$ cat src/rtl/pcie_tx_feeder.sv
`default_nettype none
// ============================================================================
// Module   : pcie_tx_feeder
// Purpose  : Moves TLP beats from a first-word-fall-through XGMII-RX FIFO
//            into the PCIe core AXI4-Stream TX port through a single output
//            beat register. Gap words are dropped. TLPs longer than
//            MAX_BEATS are truncated and their tail is discarded.
// Ports    : clk, sys_rst_n           - clock, async active-low reset
//            dout[71:0], empty, rd_en - FIFO read side
//                                       dout: [63:0] data, [64] valid,
//                                       [65] last, [66] lo DW en,
//                                       [67] hi DW en
//            s_axis_tx_*              - AXI4-Stream master toward PCIe TX
//            err_pulse                - one-cycle pulse on gap-in-TLP or
//                                       length-guard trip
//            tlp_count, err_count     - statistics (tied to 0 unless the
//                                       TLP_COUNTER_EN macro is defined)
// Options  : `define TLP_COUNTER_EN enables the statistics counters.
// Revision : 1.0 - initial release
// ============================================================================
module pcie_tx_feeder #(
  parameter logic [15:0] MAX_BEATS = 16'd130
) (
  input  logic        clk,
  input  logic        sys_rst_n,
  input  logic [71:0] dout,
  input  logic        empty,
  output logic        rd_en,
  output logic [63:0] s_axis_tx_tdata,
  output logic [7:0]  s_axis_tx_tkeep,
  output logic        s_axis_tx_tlast,
  output logic        s_axis_tx_tvalid,
  output logic [3:0]  s_axis_tx_tuser,
  input  logic        s_axis_tx_tready,
  output logic        err_pulse,
  output logic [15:0] tlp_count,
  output logic [7:0]  err_count
);

  typedef enum logic [1:0] {
    IDLE = 2'd0,
    XFER = 2'd1,
    DROP = 2'd2
  } state_e;

  state_e      state_q, state_d;
  logic [15:0] beat_cnt_q, beat_cnt_d;
  logic [63:0] tdata_q;
  logic [7:0]  tkeep_q;
  logic        tlast_q;
  logic        tvalid_q;
  logic        err_q, err_d;

  logic        w_word_valid;
  logic        w_word_last;
  logic        w_discard;
  logic        w_pop;
  logic        w_load;
  logic        w_guard_trip;
  logic [15:0] w_beat_num;
  logic        w_unused;

  assign w_word_valid = dout[64];
  assign w_word_last  = dout[65];
  // Upper FIFO bits carry nothing for this block.
  assign w_unused     = ^dout[71:68];

  // A word that will not become a beat may be popped even while the output
  // register is stalled, so gap/drop words never hold up the stream.
  assign w_discard = (state_q == DROP) || !w_word_valid;
  // Reset gates the pop combinationally so the FIFO is untouched while held.
  assign rd_en     = sys_rst_n && !empty &&
                     (!tvalid_q || s_axis_tx_tready || w_discard);
  assign w_pop     = rd_en;
  assign w_load    = w_pop && !w_discard;

  // Ordinal of the beat being loaded within its TLP (first beat is 1).
  assign w_beat_num   = (state_q == XFER) ? (beat_cnt_q + 16'd1) : 16'd1;
  assign w_guard_trip = w_load && !w_word_last && (w_beat_num >= MAX_BEATS);

  always_comb begin
    state_d    = state_q;
    beat_cnt_d = beat_cnt_q;
    err_d      = 1'b0;
    if (w_pop) begin
      case (state_q)
        IDLE, XFER: begin
          if (w_word_valid) begin
            if (w_word_last) begin
              state_d    = IDLE;
              beat_cnt_d = 16'd0;
            end else if (w_guard_trip) begin
              state_d    = DROP;
              beat_cnt_d = 16'd0;
              err_d      = 1'b1;
            end else begin
              state_d    = XFER;
              beat_cnt_d = w_beat_num;
            end
          end else if (state_q == XFER) begin
            // Gap inside a TLP: drop it, flag it, keep the TLP going.
            err_d = 1'b1;
          end
        end
        DROP: begin
          if (w_word_last) begin
            state_d = IDLE;
          end
        end
        default: begin
          state_d    = IDLE;
          beat_cnt_d = 16'd0;
        end
      endcase
    end
  end

  always_ff @(posedge clk or negedge sys_rst_n) begin
    if (!sys_rst_n) begin
      state_q    <= IDLE;
      beat_cnt_q <= 16'd0;
      tdata_q    <= 64'd0;
      tkeep_q    <= 8'd0;
      tlast_q    <= 1'b0;
      tvalid_q   <= 1'b0;
      err_q      <= 1'b0;
    end else begin
      state_q    <= state_d;
      beat_cnt_q <= beat_cnt_d;
      err_q      <= err_d;
      // Load takes priority: a pop in the same cycle as an accept replaces
      // the drained beat; otherwise an accept empties the register.
      if (w_load) begin
        tdata_q  <= dout[63:0];
        tkeep_q  <= {{4{dout[67]}}, {4{dout[66]}}};
        tlast_q  <= w_word_last || w_guard_trip;
        tvalid_q <= 1'b1;
      end else if (s_axis_tx_tready) begin
        tvalid_q <= 1'b0;
      end
    end
  end

  assign s_axis_tx_tdata  = tdata_q;
  assign s_axis_tx_tkeep  = tkeep_q;
  assign s_axis_tx_tlast  = tlast_q;
  assign s_axis_tx_tvalid = tvalid_q;
  assign s_axis_tx_tuser  = 4'h0;
  assign err_pulse        = err_q;

`ifdef TLP_COUNTER_EN
  logic [15:0] tlp_count_q;
  logic [7:0]  err_count_q;

  always_ff @(posedge clk or negedge sys_rst_n) begin
    if (!sys_rst_n) begin
      tlp_count_q <= 16'd0;
      err_count_q <= 8'd0;
    end else begin
      if (tvalid_q && s_axis_tx_tready && tlast_q) begin
        tlp_count_q <= tlp_count_q + 16'd1;
      end
      if (err_q && (err_count_q != 8'hFF)) begin
        err_count_q <= err_count_q + 8'd1;
      end
    end
  end

  assign tlp_count = tlp_count_q;
  assign err_count = err_count_q;
`else
  assign tlp_count = 16'd0;
  assign err_count = 8'd0;
`endif

endmodule
`default_nettype wire
$ cat config.mk
export PLATFORM = sky130hd
export DESIGN_NAME = pcie_tx_feeder
export DESIGN_NICKNAME = d
export VERILOG_FILES = /design/src/rtl/pcie_tx_feeder.sv
export SDC_FILE = /design/constraint.sdc
export NUM_CORES = 1
export LEC_CHECK = 0
export BUFFER_PORTS_ARGS = -buffer_cell sky130_fd_sc_hd__buf_2
export CORE_MARGIN = 3
export CORE_UTILIZATION = 42
export CTS_BUF_LIST = sky130_fd_sc_hd__clkbuf_16
export CTS_CLUSTER_DIAMETER = 80
export DETAILED_ROUTE_END_ITERATION = 16
export GPL_TIMING_DRIVEN = 0
export PLACE_DENSITY = 0.82
export SLEW_MARGIN = 20
export SYNTH_ARGS = -nofsm -noshare
export SYNTH_HDL_FRONTEND = slang
export SYNTH_SLANG_ARGS = --single-unit
export TNS_END_PERCENT = 20
$ cat constraint.sdc
create_clock -name clk -period 2.6 [get_ports clk]
set_clock_uncertainty 0.1 [all_clocks]
set_input_delay 0 -clock clk [delete_from_list [all_inputs] [get_ports clk]]
set_output_delay 0 -clock clk [all_outputs]
set_load 0.005 [all_outputs]
==> impl_metrics.yaml <==
setup_path:
  required_ns: 2.77
  cp_max_fo: 5
  critPathMostFrequentCell: "buf_4"
  start_kind: "register"
  crit_arrival_ns: 2.93
  end_kind: "register"
  crit_slowest_cell: "dfrtp_1"
  critPathKind: "register to register"
  slowest_delay_ns: 0.42
  worstPathCellList: "buf_4 -> buf_4 -> nand4_1 -> nor3_1 -> mux2i_1 -> a21oi_2 -> nor4_4 -> buf_4 -> buf_4 -> o221ai_1 -> nand2_1"
global_route:
  globalRouteOverflowTotal: 0
  grt_max_degree: 56
  grt_usage_pct: 27.5
  antenna_found_initial: 0
  grt_pass1_wl_mm: 22.0
  grt_pass1_vias: 4102
place:
  dp_cells: 598
  portBuffers: 147
  dp_slack_ns: -0.368
  hpwl_mm: 7.00
  routabilityCongestion: 0.835
clock_tree:
  clk_path_buf_depth: 2
  cts_max_level: 3
  cts_root_buf: "clkbuf_16"
  clock_sinks: 87
  cts.clk_slew.worst_paths_ns: 0.07
  cts_tree: "done"
  cts_made_buffers: 9
  clk_latency_ns: 0.34
power:
  leakagePower_nw: 3.03
  powerDensity_nw_per_um2: 667
  irDropWorstVdd_mv: 0.594
route:
  drtIter0Drc: 536
  antenna_left: 0
  totalWireLength_mm: 15.7
  via_count: 3950
  viasPerCell: 5.69
  wl_per_cell_um: 22.6
  firstDrtPassIters: 5
  route.detailed.drc: 0
run_status:
  violations: "setup timing"
  status: "finished with violations"
logic_synthesis:
  yosysUniqueCellTypes: 44
  synthFlopType: "dfrtp_1"
  yosys_warnings: 0
  yosys.area.top_type: "dfrtp_1"
  synth_cells: 315
  yosys-top-cells-area: "dfrtp_1 55%, mux2_2 19%, buf_4 6.7%, nand2_1 1.6%, and2_1 1.4%"
  syn_avg_cell_area_um2: 12.5
  async_flop_share_pct: 100
  synth_most_common_cell: "dfrtp_1"
  synth-edff-count: 0
  synth_commonest_cells: "87 x dfrtp_1, 67 x mux2_2, 35 x buf_4"
  synth_top_cell_area_share_pct: 55.2
  netlist_area_um2: 3950
  ys_seq_elements: 87
  ys_seq_area_share_pct: 55.2
sta:
  period_minus_slack_ns: 2.76
  finalHoldViolations: 0
  fmax_ghz: 0.362
  rsz0062_at_grt: "yes"
  finalHoldWorstSlack_ns: 0.0226
  setup_ws_ns: -0.161
  fin_crit_sh_pct: 106
  finalSetupViolCount: 10
  relSlewSlack_pct: 53.4
  slew_violations: 0
  max_slew.worst_pin.slew_ns: 0.697
final_layout:
  multi_input_area_um2: 1660
  diodes: 0
  fin_cells: 694
  regArea_um2: 2180
  area_growth_syn_to_layout_pct: 55.7
  drive_above_1_share_pct: 52.0
  nFillCells: 511
  fin_nets: 658
floorplanning:
  dieArea_um2: 10600
  core-area_um2: 8930
  die_w_um: 103
  pin_count: 180
  fp.dieH_um: 103
  rows: 34
  initial_core_util_pct: 44.2
flow_run:
  maxCapViolCount: 0
worst_hold_path:
  min_path_type: "input port to asynchronous set/reset pin"
[path summary, 6_finish.rpt]
| path | start | end | slack [ns] | depth (start not counted) |
|---|---|---|---|---|
| hold / removal | sys_rst_n | s_axis_tx_tdata[1] | 0.02 | 2 |
| setup reg to reg | beat_cnt_q[1] | beat_cnt_q[4] | -0.16 | 11 |
| min in group clk | empty | err_pulse | 0.08 | 4 |
| setup / recovery | beat_cnt_q[1] | beat_cnt_q[4] | -0.16 | 11 |
| max in group asynchronous | sys_rst_n | beat_cnt_q[4] | 1.78 | 3 |
| hold reg to reg | s_axis_tx_tdata[30] | s_axis_tx_tdata[30] | 0.41 | 1 |
[final cells by class]
cell class / instances / area share [%]
Clock inverter: 7 / 0.794
Clock buffer: 9 / 3.66
Multi-Input combinational cell: 200 / 27.0
Inverter: 7 / 0.427
Buffer: 46 / 5.05
Tap cell: 108 / 2.20
Sequential cell: 87 / 35.5
Timing Repair Buffer: 230 / 25.4
[registers in the layout, indices dropped and copies added (netlist names)]
signal,flops
beat_cnt_q,16
err_pulse,1
s_axis_tx_tdata,64
s_axis_tx_tkeep,2
s_axis_tx_tlast,1
s_axis_tx_tvalid,1
state_q,2
[metrics by stage]
stage	utilization, %	power [mW]	instance area, um2	TNS (ns)
finish	68.8	4.10	6150	-0.967
global route	68.8	4.21	6150	-1.43
CTS	67.4	3.87	6020	-0.187
detailed placement	55.4	2.58	4950	-2.82
global placement	55.1	2.53	4920	-43.41
floorplan	-	2.15	4050	0
[cell families (layout without fill, tap and decap cells)]
logic type                 count (synthesis)  count (layout)  synth area share, %
AOI/OAI and AO/OA                         29              29                 5.58
xor gates and xnor gates                   4               4                0.888
adders and majority gates                  1               1                0.317
buffers and inverters                     55             299                 8.62
DFF                                       87              87                 55.2
muxes                                     70              70                 19.9
other                                      1              28               0.0950
and+or+nand+nor                           68              68                 9.48
[timing repair]
action	CTS	global route
buffers inserted	7	5
hold buffers	70	0
resized for setup	9	28
pin swaps	6	11
setup endpoints to repair	12	70
endpoints found under the hold margin	161	0
[power by group]
group	leakage [nW]	switching (mW)	total (mW)	internal [mW]
clock	0.131	0.564	1.21	0.648
combinational	1.83	0.521	1.12	0.594
sequential	1.06	0.179	1.77	1.59
total	3.03	1.26	4.10	2.84
[worst max-delay path, delay by kind of cell, from the launching register on]
family | cells | cell delay [ns]
compound gates | 2 | 0.25
simple gates | 4 | 0.99
buf+inv | 4 | 0.62
flops | 1 | 0.42
mux | 1 | 0.33
[layer usage]
layer  share of wire (%)  GRT usage, %
met5                   0             0
met4                 6.5          12.9
met3                  11          8.39
met2                  49          47.1
met1                  33          31.4
[cells in the final DEF, fill, tap and decap left out, drive strengths merged, types with 5 or more instances in the layout]
| master | instances |
|---|---|
| nand2b | 6 |
| inv | 9 |
| o21ai | 5 |
| mux2 | 67 |
| nand2 | 17 |
| dfrtp | 87 |
| dlygate4sd3 | 70 |
| and2 | 9 |
| nor3 | 8 |
| nor2 | 9 |
| conb | 28 |
| buf | 196 |
| clkbuf | 19 |
Note: power is estimated with default switching activity, not from simulation.
